==> src/rtl/omsp_uspi_pkg.sv <==
// Shared definitions for the byte-wide SPI master: register offsets,
// CTRL bit positions, FSM states and the prescale helper.
package omsp_uspi_pkg;

  // Word offsets from the peripheral base (CTRL at base+0, DATA at base+2 bytes)
  localparam logic [13:0] CTRL_OFF = 14'd0;
  localparam logic [13:0] DATA_OFF = 14'd1;

  localparam int CTRL_START = 0;
  localparam int CTRL_BUSY  = 1;
  localparam int CTRL_DONE  = 2;
  localparam int CTRL_DIV   = 4;
  localparam int CTRL_IE    = 6;
  localparam int CTRL_SSEL  = 7;

  typedef enum logic [1:0] {
    ST_IDLE = 2'd0,
    ST_LOW  = 2'd1,
    ST_HIGH = 2'd2
  } state_e;

  // Terminal count of the tick counter for a half-period of 2^div ticks
  function automatic logic [2:0] half_lim(input logic [1:0] div);
    case (div)
      2'd0:    return 3'd0;
      2'd1:    return 3'd1;
      2'd2:    return 3'd3;
      default: return 3'd7;
    endcase
  endfunction

endpackage

==> src/rtl/omsp_uspi_if.sv <==
// openMSP430 peripheral bus slice used by the SPI master.
interface omsp_uspi_if;
  logic [13:0] per_addr;
  logic [15:0] per_din;
  logic        per_en;
  logic [1:0]  per_we;
  logic [15:0] per_dout;

  modport master (output per_addr, per_din, per_en, per_we, input per_dout);
  modport slave  (input per_addr, per_din, per_en, per_we, output per_dout);
endinterface

==> src/rtl/omsp_uspi_clkdiv.sv <==
// Half-period timer: counts ticks (every cycle or SMCLK-qualified) and
// pulses half_o on the last tick of each 2^div-tick half period.
module omsp_uspi_clkdiv
  import omsp_uspi_pkg::*;
(
  input  logic       clk_i,
  input  logic       rst_ni,
  input  logic       clr_i,
  input  logic       run_i,
  input  logic       ssel_i,
  input  logic       smclk_en_i,
  input  logic [1:0] div_i,
  output logic       half_o
);

  logic [2:0] cnt_q, cnt_d;
  logic       tick;

  assign tick   = ~ssel_i | smclk_en_i;
  assign half_o = run_i & tick & (cnt_q == half_lim(div_i));

  always_comb begin
    cnt_d = cnt_q;
    if (clr_i || half_o)    cnt_d = '0;
    else if (run_i && tick) cnt_d = cnt_q + 3'd1;
  end

  always_ff @(posedge clk_i or negedge rst_ni) begin
    if (!rst_ni) cnt_q <= '0;
    else         cnt_q <= cnt_d;
  end

endmodule

==> src/rtl/omsp_uspi.sv <==
// Byte-wide SPI master (mode 0, MSB first) on the openMSP430 peripheral bus.
// CTRL/DATA registers, shift FSM and completion interrupt.
module omsp_uspi
  import omsp_uspi_pkg::*;
#(
  parameter logic [14:0] BASE_ADDR = 15'h0090
) (
  input  logic        mclk,
  input  logic        puc_rst,
  input  logic        smclk_en,
  input  logic        spi_miso,
  omsp_uspi_if.slave  bus,
  output logic        spi_irq_tx_done,
  output logic        spi_mosi,
  output logic        spi_clk
);

  localparam logic [13:0] CTRL_ADDR = BASE_ADDR[14:1] + CTRL_OFF;
  localparam logic [13:0] DATA_ADDR = BASE_ADDR[14:1] + DATA_OFF;

  state_e      state_q, state_d;
  logic [7:0]  shreg_q, shreg_d;
  logic [2:0]  bitcnt_q, bitcnt_d;
  logic        bitbuf_q, bitbuf_d;
  logic        done_q, done_d;
  logic [1:0]  div_q, div_d;
  logic        ie_q, ie_d;
  logic        ssel_q, ssel_d;

  logic        sel_ctrl, sel_data, wr, rd, busy, start, half;
  logic [7:0]  ctrl_rd;
  logic [15:0] dout;
  logic        unused;

  assign sel_ctrl = bus.per_addr == CTRL_ADDR;
  assign sel_data = bus.per_addr == DATA_ADDR;
  assign wr       = bus.per_en & bus.per_we[0];
  assign rd       = bus.per_en & (bus.per_we == 2'b00);
  assign busy     = state_q != ST_IDLE;
  assign start    = wr & sel_ctrl & bus.per_din[CTRL_START] & ~busy;
  assign unused   = ^bus.per_din[15:8];

  omsp_uspi_clkdiv u_clkdiv (
    .clk_i      (mclk),
    .rst_ni     (puc_rst),
    .clr_i      (start),
    .run_i      (busy),
    .ssel_i     (ssel_q),
    .smclk_en_i (smclk_en),
    .div_i      (div_q),
    .half_o     (half)
  );

  always_comb begin
    state_d  = state_q;
    shreg_d  = shreg_q;
    bitcnt_d = bitcnt_q;
    bitbuf_d = bitbuf_q;
    done_d   = done_q;
    div_d    = div_q;
    ie_d     = ie_q;
    ssel_d   = ssel_q;

    // Config bits follow every CTRL write, even mid-transfer
    if (wr && sel_ctrl) begin
      div_d  = bus.per_din[CTRL_DIV +: 2];
      ie_d   = bus.per_din[CTRL_IE];
      ssel_d = bus.per_din[CTRL_SSEL];
      if (bus.per_din[CTRL_DONE]) done_d = 1'b0;
    end
    if (wr && sel_data && !busy) shreg_d = bus.per_din[7:0];

    case (state_q)
      ST_IDLE: if (start) begin
        state_d  = ST_LOW;
        bitcnt_d = '0;
        done_d   = 1'b0;
      end
      ST_LOW: if (half) begin
        state_d  = ST_HIGH;
        bitbuf_d = spi_miso;
      end
      ST_HIGH: if (half) begin
        shreg_d = {shreg_q[6:0], bitbuf_q};
        if (bitcnt_q == 3'd7) begin
          state_d = ST_IDLE;
          done_d  = 1'b1;
        end else begin
          state_d  = ST_LOW;
          bitcnt_d = bitcnt_q + 3'd1;
        end
      end
      default: state_d = ST_IDLE;
    endcase
  end

  always_ff @(posedge mclk or negedge puc_rst) begin
    if (!puc_rst) begin
      state_q  <= ST_IDLE;
      shreg_q  <= '0;
      bitcnt_q <= '0;
      bitbuf_q <= 1'b0;
      done_q   <= 1'b0;
      div_q    <= '0;
      ie_q     <= 1'b0;
      ssel_q   <= 1'b0;
    end else begin
      state_q  <= state_d;
      shreg_q  <= shreg_d;
      bitcnt_q <= bitcnt_d;
      bitbuf_q <= bitbuf_d;
      done_q   <= done_d;
      div_q    <= div_d;
      ie_q     <= ie_d;
      ssel_q   <= ssel_d;
    end
  end

  assign ctrl_rd = {ssel_q, ie_q, div_q, 1'b0, done_q, busy, 1'b0};

  always_comb begin
    dout = '0;
    if (rd && sel_ctrl)      dout[7:0] = ctrl_rd;
    else if (rd && sel_data) dout[7:0] = shreg_q;
  end

  assign bus.per_dout     = dout;
  assign spi_clk          = state_q == ST_HIGH;
  assign spi_mosi         = shreg_q[7];
  assign spi_irq_tx_done  = done_q & ie_q;

endmodule

==> src/flat_wrapper.sv <==
// flat-port wrapper written by rule: the top's interface ports become plain ports
module omsp_uspi_flat import omsp_uspi_pkg::*;
#(
  parameter logic [14:0] BASE_ADDR = 15'h0090
)
  (mclk, puc_rst, smclk_en, spi_miso, spi_irq_tx_done, spi_mosi, spi_clk, bus_per_addr, bus_per_din, bus_per_en, bus_per_we, bus_per_dout);
  omsp_uspi_if bus_i ();
  input  logic mclk;
  input  logic puc_rst;
  input  logic smclk_en;
  input  logic spi_miso;
  output logic spi_irq_tx_done;
  output logic spi_mosi;
  output logic spi_clk;
  input wire logic [$bits(bus_i.per_addr)-1:0] bus_per_addr;
  input wire logic [$bits(bus_i.per_din)-1:0] bus_per_din;
  input wire logic [$bits(bus_i.per_en)-1:0] bus_per_en;
  input wire logic [$bits(bus_i.per_we)-1:0] bus_per_we;
  output wire logic [$bits(bus_i.per_dout)-1:0] bus_per_dout;
  assign bus_i.per_addr = bus_per_addr;
  assign bus_i.per_din = bus_per_din;
  assign bus_i.per_en = bus_per_en;
  assign bus_i.per_we = bus_per_we;
  assign bus_per_dout = bus_i.per_dout;
  omsp_uspi #(.BASE_ADDR(BASE_ADDR)) u_core (.mclk(mclk), .puc_rst(puc_rst), .smclk_en(smclk_en), .spi_miso(spi_miso), .bus(bus_i), .spi_irq_tx_done(spi_irq_tx_done), .spi_mosi(spi_mosi), .spi_clk(spi_clk));
endmodule
==> config.mk <==
export PLATFORM = sky130hd
export DESIGN_NAME = omsp_uspi_flat
export DESIGN_NICKNAME = d
export VERILOG_FILES = /design/src/rtl/omsp_uspi_pkg.sv /design/src/rtl/omsp_uspi_if.sv /design/src/rtl/omsp_uspi_clkdiv.sv /design/src/rtl/omsp_uspi.sv /design/src/flat_wrapper.sv
export SDC_FILE = /design/constraint.sdc
export NUM_CORES = 1
export LEC_CHECK = 0
export BUFFER_PORTS_ARGS = -buffer_cell sky130_fd_sc_hd__buf_2
export CORE_ASPECT_RATIO = 0.7
export CORE_MARGIN = 2
export CORE_UTILIZATION = 43
export DETAILED_ROUTE_END_ITERATION = 6
export HOLD_SLACK_MARGIN = 0.15
export PLACE_DENSITY = 0.76
export SLEW_MARGIN = 20
export SYNTH_ARGS = -nofsm -noshare
export SYNTH_HDL_FRONTEND = slang
export SYNTH_SLANG_ARGS = --single-unit
==> constraint.sdc <==
create_clock -name mclk -period 2 [get_ports mclk]
set_clock_uncertainty 0.1 [all_clocks]
set_input_delay 0.2 -clock mclk [delete_from_list [all_inputs] [get_ports mclk]]
set_output_delay 0.2 -clock mclk [all_outputs]
set_load 0.005 [all_outputs]
== Yosys cells after proc, flatten, opt, wreduce, memory -nomap -nowiden ==
Index checks and enable logic that the tools add are counted.

* Bits in registers: 22
* Memories: 0
* Output and inout port bits: 19
* Bits in latches: 0
* Bits in writable memories: 0
* Word-level logic and storage cells: 74
* ROM bits: 0
* Input bits: 37

* Multiply operators: 0
* Eq/ne operators: 12
* Bitwise gates (word level): 11
* Reductions and logical operators: 17
* Shifts and indexed selects: 0
* Order comparisons: 0
* Add/sub/neg operators: 2
* Div/mod/pow operators: 0
* Mux-type cells: 23

{| class="wikitable"
|+ Operator list
! cell !! number
|-
| 8-bit two-way mux || 5
|-
| 14-bit by 7-bit == test with 1-bit output (second input constant) || 2
|-
| 3-bit two-way mux || 5
|-
| 3-bit case mux with 3 select lines || 1
|-
| 1-bit bitwise AND || 8
|-
| 3-bit by 1-bit adder with 3-bit output (second input constant) || 2
|-
| 1-bit logical AND || 6
|-
| 2-bit zero test || 3
|-
| 1-bit two-way mux || 6
|-
| 2-bit two-way mux || 3
|-
| 2-bit != test (second input constant) || 3
|-
| 2-bit case mux with 3 select lines || 1
|-
| 3-bit case mux with 2 select lines || 1
|-
| 2-bit nonzero test || 3
|-
| 2-bit by 1-bit == test with 1-bit output (second input constant) || 2
|-
| 2-bit == test (second input constant) || 2
|-
| 4-bit AND reduction || 1
|-
| 3-bit == test || 1
|-
| 3-bit == test (second input constant) || 1
|-
| 3-bit AND reduction || 1
|-
| 2-bit by 1-bit != test with 1-bit output (second input constant) || 1
|-
| 1-bit NOT || 2
|-
| 1-bit case mux with 2 select lines || 1
|-
| 2-bit AND reduction || 1
|-
| other kinds (3) || 3
|}

== Logic depth before layout (Yosys ltp) ==
Gate-level depths: netlist (run 1).

* Word-level depth: 6
* Gate-level depth with buffers: 5
* Mapped depth without buffers: 4

== Hierarchy ==
A second synthesis (run 1) with hierarchy kept.

* Cells, all modules: 143
* Area total of the unflattened synthesis: 1387.6 um^2

{| class="wikitable"
|+ By module, submodules not included
! module !! times used !! cells an instance !! area an instance (um^2) !! seq. area each (um^2)
|-
| omsp_uspi || 1 || 122 || 1168.6 || 475.5
|-
| omsp_uspi_clkdiv || 1 || 21 || 219.0 || 75.1
|}

== Worst setup path after synthesis (run 1) ==
OpenSTA, ideal clock, no wires.

* Path type: register -> register
* Start: reg u_core.state_q[0]
* End: reg u_core.bitcnt_q[1]
* Period minus slack after synthesis: 1.834 ns
* Library setup time: 0.120 ns
* Slack: 0.166 ns
* Cell stages (with the launch flop): 5
* Data arrival time: 1.614 ns
* Path buffers: 0
* Data required time: 1.780 ns
* Path through: dfrtp_1 -> nand2b_1 -> or4_4 -> or3_4 -> a31o_1

* Word-level cells in the longest chain between the ends: 5
* Elaborated cells between the ends (all ways): 13
* Classes of those cells: eq/ne (4); mux (1); bitwise (4); reduce/logical (4)

{| class="wikitable"
|+ RTL lines
! element !! line !! source
|-
| from (decl) || omsp_uspi.sv:21 || <nowiki>state_e state_q, state_d;</nowiki>
|-
| from (signal assigned) || omsp_uspi.sv:108 || <nowiki>state_q <= state_d;</nowiki>
|-
| 2-bit nonzero test || omsp_uspi.sv:39 || <nowiki>assign busy = state_q != ST_IDLE;</nowiki>
|-
| 1-bit bitwise AND or 1-bit NOT (tied branches) || omsp_uspi_clkdiv.sv:20, omsp_uspi.sv:40 ||
|-
| 1-bit bitwise AND, on equally long branches || omsp_uspi_clkdiv.sv:20, omsp_uspi.sv:40 ||
|-
| 2-bit by 1-bit != test with 1-bit output (no source line) or 2-bit != test (tied branches) || n/a ||
|-
| 4-bit AND reduction (no source line) || n/a ||
|-
| to (signal assigned) || omsp_uspi.sv:110 || <nowiki>bitcnt_q <= bitcnt_d;</nowiki>
|-
| to (decl) || omsp_uspi.sv:23 || <nowiki>logic [2:0] bitcnt_q, bitcnt_d;</nowiki>
|}

Several ways; a longest one is shown, not always the timed one.
A chain may end at the register's enable or synchronous reset.

== Worst setup path after layout (run 1) ==
* Start: reg u_core.div_q[1]
* End: reg u_core.shreg_q[1]

* Word-level cells in the longest chain between the ends: 6
* Elaborated cells between the ends (all ways): 8
* Classes of those cells: eq/ne (3); mux (3); bitwise (1); reduce/logical (1)

{| class="wikitable"
|+ RTL lines
! element !! line !! source
|-
| from (decl) || omsp_uspi.sv:26 || <nowiki>logic [1:0] div_q, div_d;</nowiki>
|-
| from (signal assigned) || omsp_uspi.sv:113 || <nowiki>div_q <= div_d;</nowiki>
|-
| 2-bit == test (tied with other cells) || omsp_uspi_pkg.sv:24 || <nowiki>case (div)</nowiki>
|-
| 3-bit case mux with 3 select lines (*) || omsp_uspi_pkg.sv:24 ||
|-
| 3-bit == test (*) || omsp_uspi_clkdiv.sv:20 || <nowiki>assign half_o = run_i & tick & (cnt_q == half_lim(div_i));</nowiki>
|-
| 1-bit bitwise AND (*) || omsp_uspi_clkdiv.sv:20 ||
|-
| 8-bit two-way mux (*) || omsp_uspi.sv:83 || <nowiki>ST_HIGH: if (half) begin</nowiki>
|-
| 8-bit two-way mux (*) || omsp_uspi.sv:73 || <nowiki>case (state_q)</nowiki>
|-
| named net u_core.shreg_d[1] || omsp_uspi.sv:22 || <nowiki>logic [7:0] shreg_q, shreg_d;</nowiki>
|-
| to (signal assigned) || omsp_uspi.sv:109 || <nowiki>shreg_q <= shreg_d;</nowiki>
|-
| to (decl) || omsp_uspi.sv:22 ||
|}

Mark *: on every way through the listed nets, which the timed path passes. The rest lies on a longest branch.

==> reports/qor.csv, run 1 <==
metric,value,unit
clk_path_buf_depth,2,
io_pins,56,
netlist_area,0.00135,mm²
placed_area,0.00161,mm²
min_path_type,input pin to flip-flop,
rr_startpoint,u_core.div_q[1],
leakage,0.888,nW
synth.top_cell.area_share,0.407,
syn_avg_cell_area,9.67,µm²
grt_overflow,0,
post-route-min-period,2.02,ns
die_area,0.00362,mm²
ant_nets,0,
dp_hpwl,2550,µm
finalWirelength,3700,µm
clock-sinks,22,
startpoint,u_core.div_q[1],
finish.utilization,0.630,
grt_pass1_wl,5820,µm
start_util,0.466,
worst_pin_slew,0.513,ns
die_w,71.1,µm
hp-start,bus_per_we[0],
crit_fanout,7,
met1_usage,0.256,
grt.busiest_layer,met2,
worstSkewPairLatency,0.26,ns
stdcell_count,234,
drtPass1Iterations,4,
placed_cells,218,
arrival,2.03,ns
diodes,0,
min_period_over_period,1.01,
failed_checks,setup timing,
clk_pin_slew,0.09,ns
multiInputGateArea,774,µm²
ys_seq_elements,22,
port-buffer-count,39,
stdcell_area,0.00183,mm²
grt_setup_unrepaired,true,
ys_seq_area_frac,0.407,
grt.total_usage,0.203,
power_density,511,mW/mm²
cts_buffers,3,
grt_pass1_vias,1299,
core-area,0.00290,mm²
fillers,238,
yosys.area.top_type,dfrtp_1,
drt_iter0_drc,100,
antenna_found_initial,0,
fin_ws,-0.0191,ns
max_freq,495,MHz
drv_cap,0,
power.total,934,µW
clock-root-buffer,clkbuf_8,
grt_util_met3,0.0454,
criticalPathCategory,flip-flop to flip-flop,
drv_slew,0,
syn2layout_area_growth,35.0,%
whs,0.320,ns
ys_types,44,
vias,1340,
place_ws,0.00435,ns
drive_gt1_frac,0.328,
timing.final.hold_violations,0,
via_per_inst,5.73,
syn_inst,140,
tns,-0.0375,ns
wl_per_cell,15.8,µm
drc,0,
fp.dieH,50.9,µm
grt.met2_usage,0.358,
nets,239,
setup_viol,3,
required,2.01,ns
ff_latch_area,552,µm²
globalplace.congestion,0.865,
htree_levels,1,
maxSlewHeadroom,0.658,
grt_max_degree,23,
cp-end-kind,flip-flop,
start_kind,flip-flop,
peakVddDrop,0.575,mV
status,"finished, violations left",
yosys_warnings,0,
rows,16,
cts_tree,yes,
synth.area.top_cells,"dfrtp_1 41%, nor3_1 4.4%, buf_4 4.4%, mux2_1 4.2%, a31oi_1 3.7%",
-- synth_stat cells --
| library cell | count |
|---|---|
| o21ai_0 | 9 |
| mux2_1 | 5 |
| xnor2_1 | 3 |
| or2_1 | 2 |
| conb_1 | 1 |
| a21oi_1 | 1 |
| nor2b_1 | 1 |
| a21o_1 | 1 |
| nor4b_1 | 4 |
| nor2_1 | 7 |
| o211ai_1 | 1 |
| a31o_1 | 2 |
| clkbuf_1 | 2 |
| nand4_1 | 2 |
| and3_1 | 1 |
| nor4_1 | 2 |
| a31oi_1 | 8 |
| nor3b_1 | 1 |
| nand2b_1 | 2 |
| buf_1 | 2 |
| nor4bb_1 | 1 |
| o31ai_1 | 1 |
| ha_1 | 3 |
| mux2i_1 | 2 |
| xor2_1 | 1 |
| nand4b_1 | 1 |
| inv_1 | 2 |
| buf_4 | 8 |
| buf_2 | 1 |
| nand3_1 | 9 |
| and4bb_1 | 1 |
| a211oi_2 | 1 |
| and4_1 | 1 |
| a22o_1 | 5 |
| or3_4 | 1 |
| nor2_2 | 1 |
| dfrtp_1 | 22 |
| o21bai_1 | 1 |
| nor4_2 | 1 |
| or4_4 | 1 |
| nand2_1 | 2 |
| and2_1 | 4 |
| or3b_1 | 1 |
| nor3_1 | 12 |
-- report_power, final --
group	internal, mW	switching (mW)	leakage (nW)
combinational	0.0375	0.0333	0.554
clock	0.267	0.149	0.0357
sequential	0.446	0.00127	0.298
total	0.751	0.183	0.888
-- cells in the final DEF (no fill, tap or decap), types with 2 or more instances in the layout --
cell | synthesis | layout
a22o_1 | 5 | 5
a31o_1 | 2 | 2
a31oi_1 | 8 | 8
and2_1 | 4 | 4
buf_2 | 1 | 39
buf_4 | 8 | 11
clkbuf_8 | 0 | 3
conb_1 | 1 | 8
dfrtp_1 | 22 | 21
dlygate4sd3_1 | 0 | 10
ha_1 | 3 | 3
inv_1 | 2 | 2
mux2_1 | 5 | 5
mux2i_1 | 2 | 2
nand2_1 | 2 | 2
nand2b_1 | 2 | 2
nand3_1 | 9 | 9
nand4_1 | 2 | 2
nor2_1 | 7 | 7
nor3_1 | 12 | 12
nor4_2 | 1 | 2
nor4b_1 | 4 | 2
nor4b_2 | 0 | 2
o21ai_0 | 9 | 9
or2_1 | 2 | 2
xnor2_1 | 3 | 3
-- final cells by class --
class / count / area share
clock buffer: 3 / 0.0226
clock inverter: 1 / 0.0164
inverter: 2 / 0.00411
multi-input combinational: 110 / 0.424
sequential: 22 / 0.302
tap: 36 / 0.0246
timing repair buffer: 60 / 0.207
-- cells by family (layout without fill, tap and decap cells) --
| logic type | count (synthesis) | after routing | synth area share |
|---|---|---|---|
| AND/OR/NAND/NOR | 58 | 58 | 0.265 |
| AO/OA/AOI/OAI | 30 | 30 | 0.151 |
| multiplexers | 7 | 7 | 0.0564 |
| adder cells (fa/ha/maj) | 3 | 3 | 0.0277 |
| flip-flops | 22 | 22 | 0.407 |
| XOR/XNOR | 4 | 4 | 0.0259 |
| other | 1 | 8 | 0.00277 |
| buffers and inverters | 15 | 66 | 0.0647 |
-- state kept, by name (all words and copies together), names as in the netlist --
register / cells
u_core.bitcnt_q: 3
u_core.ssel_q: 1
u_core.state_q: 2
u_core.ie_q: 1
u_core.shreg_q: 8
u_core.done_q: 1
u_core.bitbuf_q: 1
u_core.u_clkdiv.cnt_q: 3
u_core.div_q: 2
-- repair_timing --
action	4_1_cts	5_1_grt
pin swaps	0	1
endpoints found under the hold margin	35	0
setup buffers	0	2
endpoints found under the setup margin	3	11
hold buffers	10	0
resized for setup	2	4
-- path summary, 6_finish.rpt --
path	endpoint	slack [ns]	cells after the start
min reg2reg	u_core.bitcnt_q[0]	0.39	1
min	u_core.done_q	0.32	4
max reg2reg	u_core.shreg_q[1]	-0.02	6
max in group asynchronous	u_core.div_q[1]	1.09	2
min in group asynchronous	u_core.done_q	0.34	2
max	u_core.shreg_q[1]	-0.02	6
-- critical path, stage by stage (launching register included) --
cell     delay, ns
dfrtp_2       0.48
xor2_2        0.22
or4_4         0.48
buf_4         0.16
buf_4         0.15
nor3_1        0.18
a31oi_1       0.10
-- routing by layer --
| layer | share of wire | vias up |
|---|---|---|
| met5 | 0 | - |
| li1 | - | 627 |
| met2 | 0.49 | 55 |
| met4 | 0.015 | 0 |
| met3 | 0.061 | 9 |
| met1 | 0.43 | 649 |
Note: power is estimated with default switching activity, not from simulation.
==> run 2, diff against run 1 <==
--- a/config.mk
+++ b/config.mk
@@ -6,7 +6,6 @@
 export NUM_CORES = 1
 export LEC_CHECK = 0
 export BUFFER_PORTS_ARGS = -buffer_cell sky130_fd_sc_hd__buf_2
-export CORE_ASPECT_RATIO = 0.7
 export CORE_MARGIN = 2
 export CORE_UTILIZATION = 43
 export DETAILED_ROUTE_END_ITERATION = 6
==> run 2 against run 1 <==
The flow now finishes without violations; total power decreased by 17%; combinational power is 3.2% higher; worst hold slack lost 0.061 ns; largest power group unchanged; critical endpoint is now u_core.bitcnt_q[1]; final area fell by 0.14%; sequential share of layout area about the same.
==> reports/qor.csv, run 2 (synthesis results as in run 1) <==
metric,value,unit,change
status,"complete, no violations",,"was finished, violations left"
port-buffer-count,39,,unchanged
placed_cells,225,,was 218
power_density,426,mW/mm²,was 511 mW/mm²
grt_overflow,0,,unchanged
die_w,60.1,µm,was 71.1 µm
dp_hpwl,2640,µm,was 2550 µm
power_frac_seq,0.576,,was 0.479
core-area,0.00303,mm²,was 0.00290 mm²
drv_slew,0,,unchanged
power.total,778,µW,was 934 µW
min_period_over_period,0.987,,was 1.01
finalWirelength,3640,µm,was 3700 µm
grt_setup_unrepaired,true,,unchanged
criticalPathCategory,flip-flop to flip-flop,,unchanged
ant_nets,0,,unchanged
stdcell_area,0.00183,mm²,about the same
largest_register,u_core.shreg_q,,unchanged
mostFrequentLayoutCells,"39 x buf_2, 21 x dfrtp_1, 12 x nor3_1, 11 x buf_4, 10 x dlygate4sd3_1",,unchanged
max_freq,507,MHz,was 495 MHz
io_pins,56,,unchanged
drt_iter0_drc,48,,was 100
drtPass1Iterations,4,,unchanged
post-route-min-period,1.97,ns,was 2.02 ns
via_per_inst,5.48,,was 5.73
cts_tree,yes,,unchanged
drc,0,,unchanged
grt.total_usage,0.218,,was 0.203
drv_cap,0,,unchanged
die_area,0.00361,mm²,was 0.00362 mm²
start_util,0.447,,was 0.466
globalplace.congestion,0.840,,was 0.865
multiInputGateArea,797,µm²,was 774 µm²
fillers,260,,was 238
layout_commonest_cell,buf_2,,unchanged
clk_path_buf_depth,2,,unchanged
vias,1326,,was 1340
worstSkewPairLatency,0.32,ns,was 0.26 ns
start_kind,flip-flop,,unchanged
peakVddDrop,0.196,mV,was 0.575 mV
p_clk_frac,0.330,,was 0.446
combPwrFrac,0.094,,was 0.076
ff_latch_area,552,µm²,unchanged
syn2layout_area_growth,34.8,%,was 35.0%
nets,239,,unchanged
reg.largest.list,"u_core.shreg_q: 8 flops, u_core.bitcnt_q: 3 flops, u_core.u_clkdiv.cnt_q: 3 flops",,unchanged
p_int,596,µW,was 751 µW
largest_register_ffs,8,,unchanged
clk_pin_slew,0.13,ns,was 0.09 ns
wl_per_cell,15.0,µm,was 15.8 µm
timing.final.hold_violations,0,,unchanged
grt_max_degree,23,,unchanged
rows,20,,was 16
worst_pin_slew,0.506,ns,was 0.513 ns
diodes,0,,unchanged
swShare,0.233,,was 0.196
stdcell_count,242,,was 234
setup_viol,0,,was 3
cp-end-kind,flip-flop,,unchanged
maxSlewHeadroom,0.662,,was 0.658
placed_area,0.00161,mm²,about the same
p_switching,181,µW,was 183 µW
cts_buffers,3,,unchanged
drive_gt1_frac,0.333,,was 0.328
required,2.12,ns,was 2.01 ns
fp.dieH,60.1,µm,was 50.9 µm
whs,0.259,ns,was 0.320 ns
antenna_found_initial,0,,unchanged
leakage,0.873,nW,was 0.888 nW
crit_fanout,6,,was 7
clock-root-buffer,clkbuf_4,,was clkbuf_8
grt_pass1_wl,5920,µm,was 5820 µm
htree_levels,1,,unchanged
arrival,2.09,ns,was 2.03 ns
clock-sinks,22,,unchanged
grt_pass1_vias,1338,,was 1299
min_path_type,input pin to asynchronous set/reset pin,,was input pin to flip-flop
run 2: critical path, stage by stage (launching register included):
cell and delay (ns):
dfrtp_2 0.49, xor2_1 0.20, or4_4 0.47, or3_4 0.38, a31o_1 0.23
run 2: routing by layer:
metal	vias up	GRT usage	share of wire
li1	628	-	-
met1	636	0.251	0.41
met2	53	0.396	0.51
met3	9	0.0195	0.046
met4	0	0.114	0.024
met5	-	0	0
run 2: timing repair:
item                                    4_1_cts  5_1_grt
buffers inserted                              0        3
hold endpoints to repair                     35        0
hold buffers                                 10        0
pin swaps                                     0        0
gates resized for setup                       2        8
endpoints found under the setup margin        3       21
run 2: final timing paths:
check | from | end | slack [ns] | cells after the start
setup / recovery | u_core.div_q[1] | u_core.bitcnt_q[1] | 0.03 | 4
hold / removal | puc_rst | u_core.done_q | 0.26 | 2
setup reg to reg | u_core.div_q[1] | u_core.bitcnt_q[1] | 0.03 | 4
hold reg to reg | u_core.bitcnt_q[0] | u_core.bitcnt_q[0] | 0.41 | 1
max in group asynchronous | puc_rst | u_core.div_q[1] | 1.18 | 2
min in group mclk | bus_per_we[0] | u_core.bitcnt_q[0] | 0.27 | 4
run 2: final cells by class:
cell class                 count  area share
timing repair buffer          60       0.207
inverter                       2     0.00411
tap                           44      0.0302
clock buffer                   4      0.0199
sequential                    22       0.302
multi-input combinational    110       0.437
run 2: power groups by stage:
stage	Sequential [mW]	Combinational, mW	Clock (mW)
2_1_floorplan	0.456	0.0247	0
3_3_place_gp	0.456	0.0536	0
3_5_place_dp	0.456	0.0555	0
4_1_cts	0.447	0.0708	0.253
5_1_grt	0.448	0.0805	0.273
6_report	0.448	0.0731	0.257
run 2: stage by stage:
stage          utilization  setup WS (ns)  setup TNS, ns
2_1_floorplan            -          0.166              0
3_3_place_gp         0.532         0.0712              0
3_5_place_dp         0.532        -0.0115        -0.0164
4_1_cts              0.580         0.0203              0
5_1_grt              0.603        -0.0110        -0.0155
6_report             0.603         0.0267              0
==> run 3, diff against run 2 <==
--- a/config.mk
+++ b/config.mk
@@ -10,8 +10,9 @@
 export CORE_UTILIZATION = 43
 export DETAILED_ROUTE_END_ITERATION = 6
 export HOLD_SLACK_MARGIN = 0.15
-export PLACE_DENSITY = 0.76
+export PLACE_DENSITY = 0.75
 export SLEW_MARGIN = 20
 export SYNTH_ARGS = -nofsm -noshare
 export SYNTH_HDL_FRONTEND = slang
+export SYNTH_HIERARCHICAL = 1
 export SYNTH_SLANG_ARGS = --single-unit
==> run 3 against run 2 <==
Combinational power increased by 16%; via count decreased by 4.8%; area after synthesis increased by 2.5%; die area increased by 2.3%; utilization decreased by 3.2 points; clock power decreased by 3%.
==> reports/qor.csv, run 3 <==
metric,value,unit,change
cp-end-kind,flip-flop,,unchanged
largest_register_ffs,8,,unchanged
post-route-min-period,1.85,ns,was 1.97 ns
grt_max_degree,23,,unchanged
grt.total_usage,0.189,,was 0.218
leakage,0.899,nW,was 0.873 nW
max_freq,539,MHz,was 507 MHz
drv_cap,0,,unchanged
vias,1263,,was 1326
drc,0,,unchanged
p_int,605,µW,was 596 µW
cts_tree,yes,,unchanged
criticalPathCategory,flip-flop to flip-flop,,unchanged
fillers,287,,was 260
status,"complete, no violations",,unchanged
io_pins,56,,unchanged
clock-sinks,22,,unchanged
die_w,60.8,µm,was 60.1 µm
start_kind,flip-flop,,unchanged
p_switching,179,µW,was 181 µW
p_clk_frac,0.317,,was 0.330
yosys.area.top_type,dfrtp_1,,unchanged
drtPass1Iterations,4,,unchanged
synth_edf_count,0,,unchanged
required,2.15,ns,was 2.12 ns
drv_slew,0,,unchanged
crit_fanout,17,,was 6
grt_pass1_wl,5140,µm,was 5920 µm
tns,0,ns,unchanged
globalplace.congestion,0.801,,was 0.840
rows,20,,unchanged
dp_hpwl,2450,µm,was 2640 µm
fp.dieH,60.8,µm,was 60.1 µm
antenna_found_initial,0,,unchanged
grt_overflow,0,,unchanged
ys_seq_area_frac,0.397,,was 0.407
reg2regPathDepth,8,,was 4
diodes,0,,unchanged
stdcell_area,0.00174,mm²,was 0.00183 mm²
crit_slowest_cell,dfrtp_1,,was dfrtp_2
peakVddDrop,0.242,mV,was 0.196 mV
clk_pin_slew,0.13,ns,about the same
critical-path-top-delay-family,simple AND/OR/NAND/NOR gates,,unchanged
power.total,784,µW,was 778 µW
synth.most_common_cell,dfrtp_1,,unchanged
synthFlopType,dfrtp_1,,unchanged
cp.depth,8,,was 4
nets,234,,was 239
finalWirelength,3180,µm,was 3640 µm
slowest_delay,0.51,ns,was 0.49 ns
synth.top_cell.area_share,0.397,,was 0.407
min_period_over_period,0.927,,was 0.987
layout_commonest_cell,buf_2,,unchanged
syn_inst,143,,was 140
reg.largest.list,"u_core/shreg_q: 8 flops, u_core/bitcnt_q: 3 flops, u_core/u_clkdiv/cnt_q: 3 flops",,"was u_core.shreg_q: 8 flops, u_core.bitcnt_q: 3 flops, u_core.u_clkdiv.cnt_q: 3 flops"
synthTopCellsByCount,"22 x dfrtp_1, 15 x nor2_1, 10 x nand3_1, 9 x buf_4, 9 x o21ai_1",,"was 22 x dfrtp_1, 12 x nor3_1, 9 x nand3_1, 9 x o21ai_0"
wl_per_cell,13.4,µm,was 15.0 µm
drive_gt1_frac,0.295,,was 0.333
power_density,449,mW/mm²,was 426 mW/mm²
ant_nets,0,,unchanged
htree_levels,1,,unchanged
arrival,2.00,ns,was 2.09 ns
clock-root-buffer,clkbuf_4,,unchanged
async_flop_share,1.00,,unchanged
drt_iter0_drc,41,,was 48
core-area,0.00305,mm²,was 0.00303 mm²
syn2layout_area_growth,25.7,%,was 34.8%
start_util,0.455,,was 0.447
via_per_inst,5.33,,was 5.48
netlist_area,0.00139,mm²,was 0.00135 mm²
ys_types,40,,was 44
placed_cells,222,,was 225
syn_avg_cell_area,9.70,µm²,was 9.67 µm²
combPwrFrac,0.108,,was 0.094
power_frac_seq,0.575,,was 0.576
grt_setup_unrepaired,false,,was true
setup_viol,0,,unchanged
placed_area,0.00159,mm²,was 0.00161 mm²
synth.area.top_cells,"dfrtp_1 40%, buf_4 4.9%, nor2_1 4.1%, a22o_1 3.8%, a31oi_1 3.6%",,"was dfrtp_1 41%, nor3_1 4.4%, buf_4 4.4%, mux2_1 4.2%, a31oi_1 3.7%"
port-buffer-count,39,,unchanged
grt_pass1_vias,1169,,was 1338
worstSkewPairLatency,0.31,ns,was 0.32 ns
die_area,0.00370,mm²,was 0.00361 mm²
cp_cell_sequence,"nor2b_4, a2bb2oi_2, nor4_4, nand3b_1, buf_6, o22ai_1, a21oi_1, nor2_1",,"was xor2_1, or4_4, or3_4, a31o_1"
largest_register,u_core/shreg_q,,was u_core.shreg_q
cts_buffers,3,,unchanged
clk_path_buf_depth,2,,unchanged
mostFrequentLayoutCells,"39 x buf_2, 22 x dfrtp_1, 14 x nor2_1, 10 x dlygate4sd3_1, 10 x nand3_1",,"was 39 x buf_2, 21 x dfrtp_1, 12 x nor3_1, 11 x buf_4, 10 x dlygate4sd3_1"
worst-path-buf-inv,1,,was 0
timing.final.hold_violations,0,,unchanged
stdcell_count,237,,was 242
yosys_warnings,6,,was 0
swShare,0.228,,was 0.233
finish.utilization,0.571,,was 0.603
min_path_type,input pin to asynchronous set/reset pin,,unchanged
ys_seq_elements,22,,unchanged
==> run 3: cell types whose count changed after synthesis, sizes merged, moves of 3 or more <==
cell	before	now
nor2	8	15
and3	1	4
nor3	12	3
xnor2	3	0
inv	2	6
==> run 3: logic make-up after synthesis <==
logic type                 share of synthesized area
AOI/OAI and AO/OA                              0.151
xor gates and xnor gates                      0.0126
adders and majority gates                     0.0271
buffers and inverters                         0.0884
DFF                                            0.397
muxes                                         0.0478
other                                        0.00270
and+or+nand+nor                                0.274
==> run 3: layout make-up <==
| cell class | count | area, µm² | share of cell area |
|---|---|---|---|
| sequential | 22 | 551 | 0.316 |
| inverter | 6 | 22.5 | 0.0129 |
| clock buffer | 4 | 36.3 | 0.0208 |
| multi-input combinational | 107 | 743 | 0.426 |
| timing repair buffer | 54 | 337 | 0.193 |
| tap | 44 | 55.1 | 0.0316 |
==> run 3: per-stage QoR <==
stage	hold WS, ns	worst slack, ns
finish	0.270	0.146
floorplan	-0.196	0.0390
global placement	0.0859	0.164
detailed placement	0.0907	0.135
global route	0.274	0.00530
CTS	0.266	0.112
==> run 3: worst paths after layout <==
path                                 startpoint                 end  slack, ns
worst max register to register  u_core/div_q[0]       u_core/done_q       0.15
worst min-delay path                    puc_rst   u_core/shreg_q[6]       0.27
worst max-delay path            u_core/div_q[0]       u_core/done_q       0.15
min in group mclk                 bus_per_we[0]   u_core/shreg_q[3]       0.27
worst min register to register      u_core/ie_q         u_core/ie_q       0.44
max in group asynchronous               puc_rst  u_core/bitcnt_q[0]       1.20
==> run 3: repair_timing <==
action / CTS / global route
endpoints found under the hold margin: 36 / 0
hold buffers: 10 / 0
gates resized for setup: 0 / 2
setup buffers: 0 / 1
setup endpoints to repair: 0 / 1
==> run 3: power by group through the flow <==
stage / Clock (mW) / Sequential, mW / Combinational, mW
3_5_place_dp: 0 / 0.459 / 0.0689
2_1_floorplan: 0 / 0.459 / 0.0336
5_1_grt: 0.272 / 0.451 / 0.0939
3_3_place_gp: 0 / 0.459 / 0.0662
4_1_cts: 0.251 / 0.451 / 0.0838
6_report: 0.249 / 0.450 / 0.0847
==> run 3: routing by layer <==
layer  GRT usage  vias to the layer above  wire [µm]
li1            -                      605          -
met5           0                        -          0
met3      0.0192                        4        209
met1       0.259                      599       1400
met4      0.0839                        0         57
met2       0.303                       55       1520
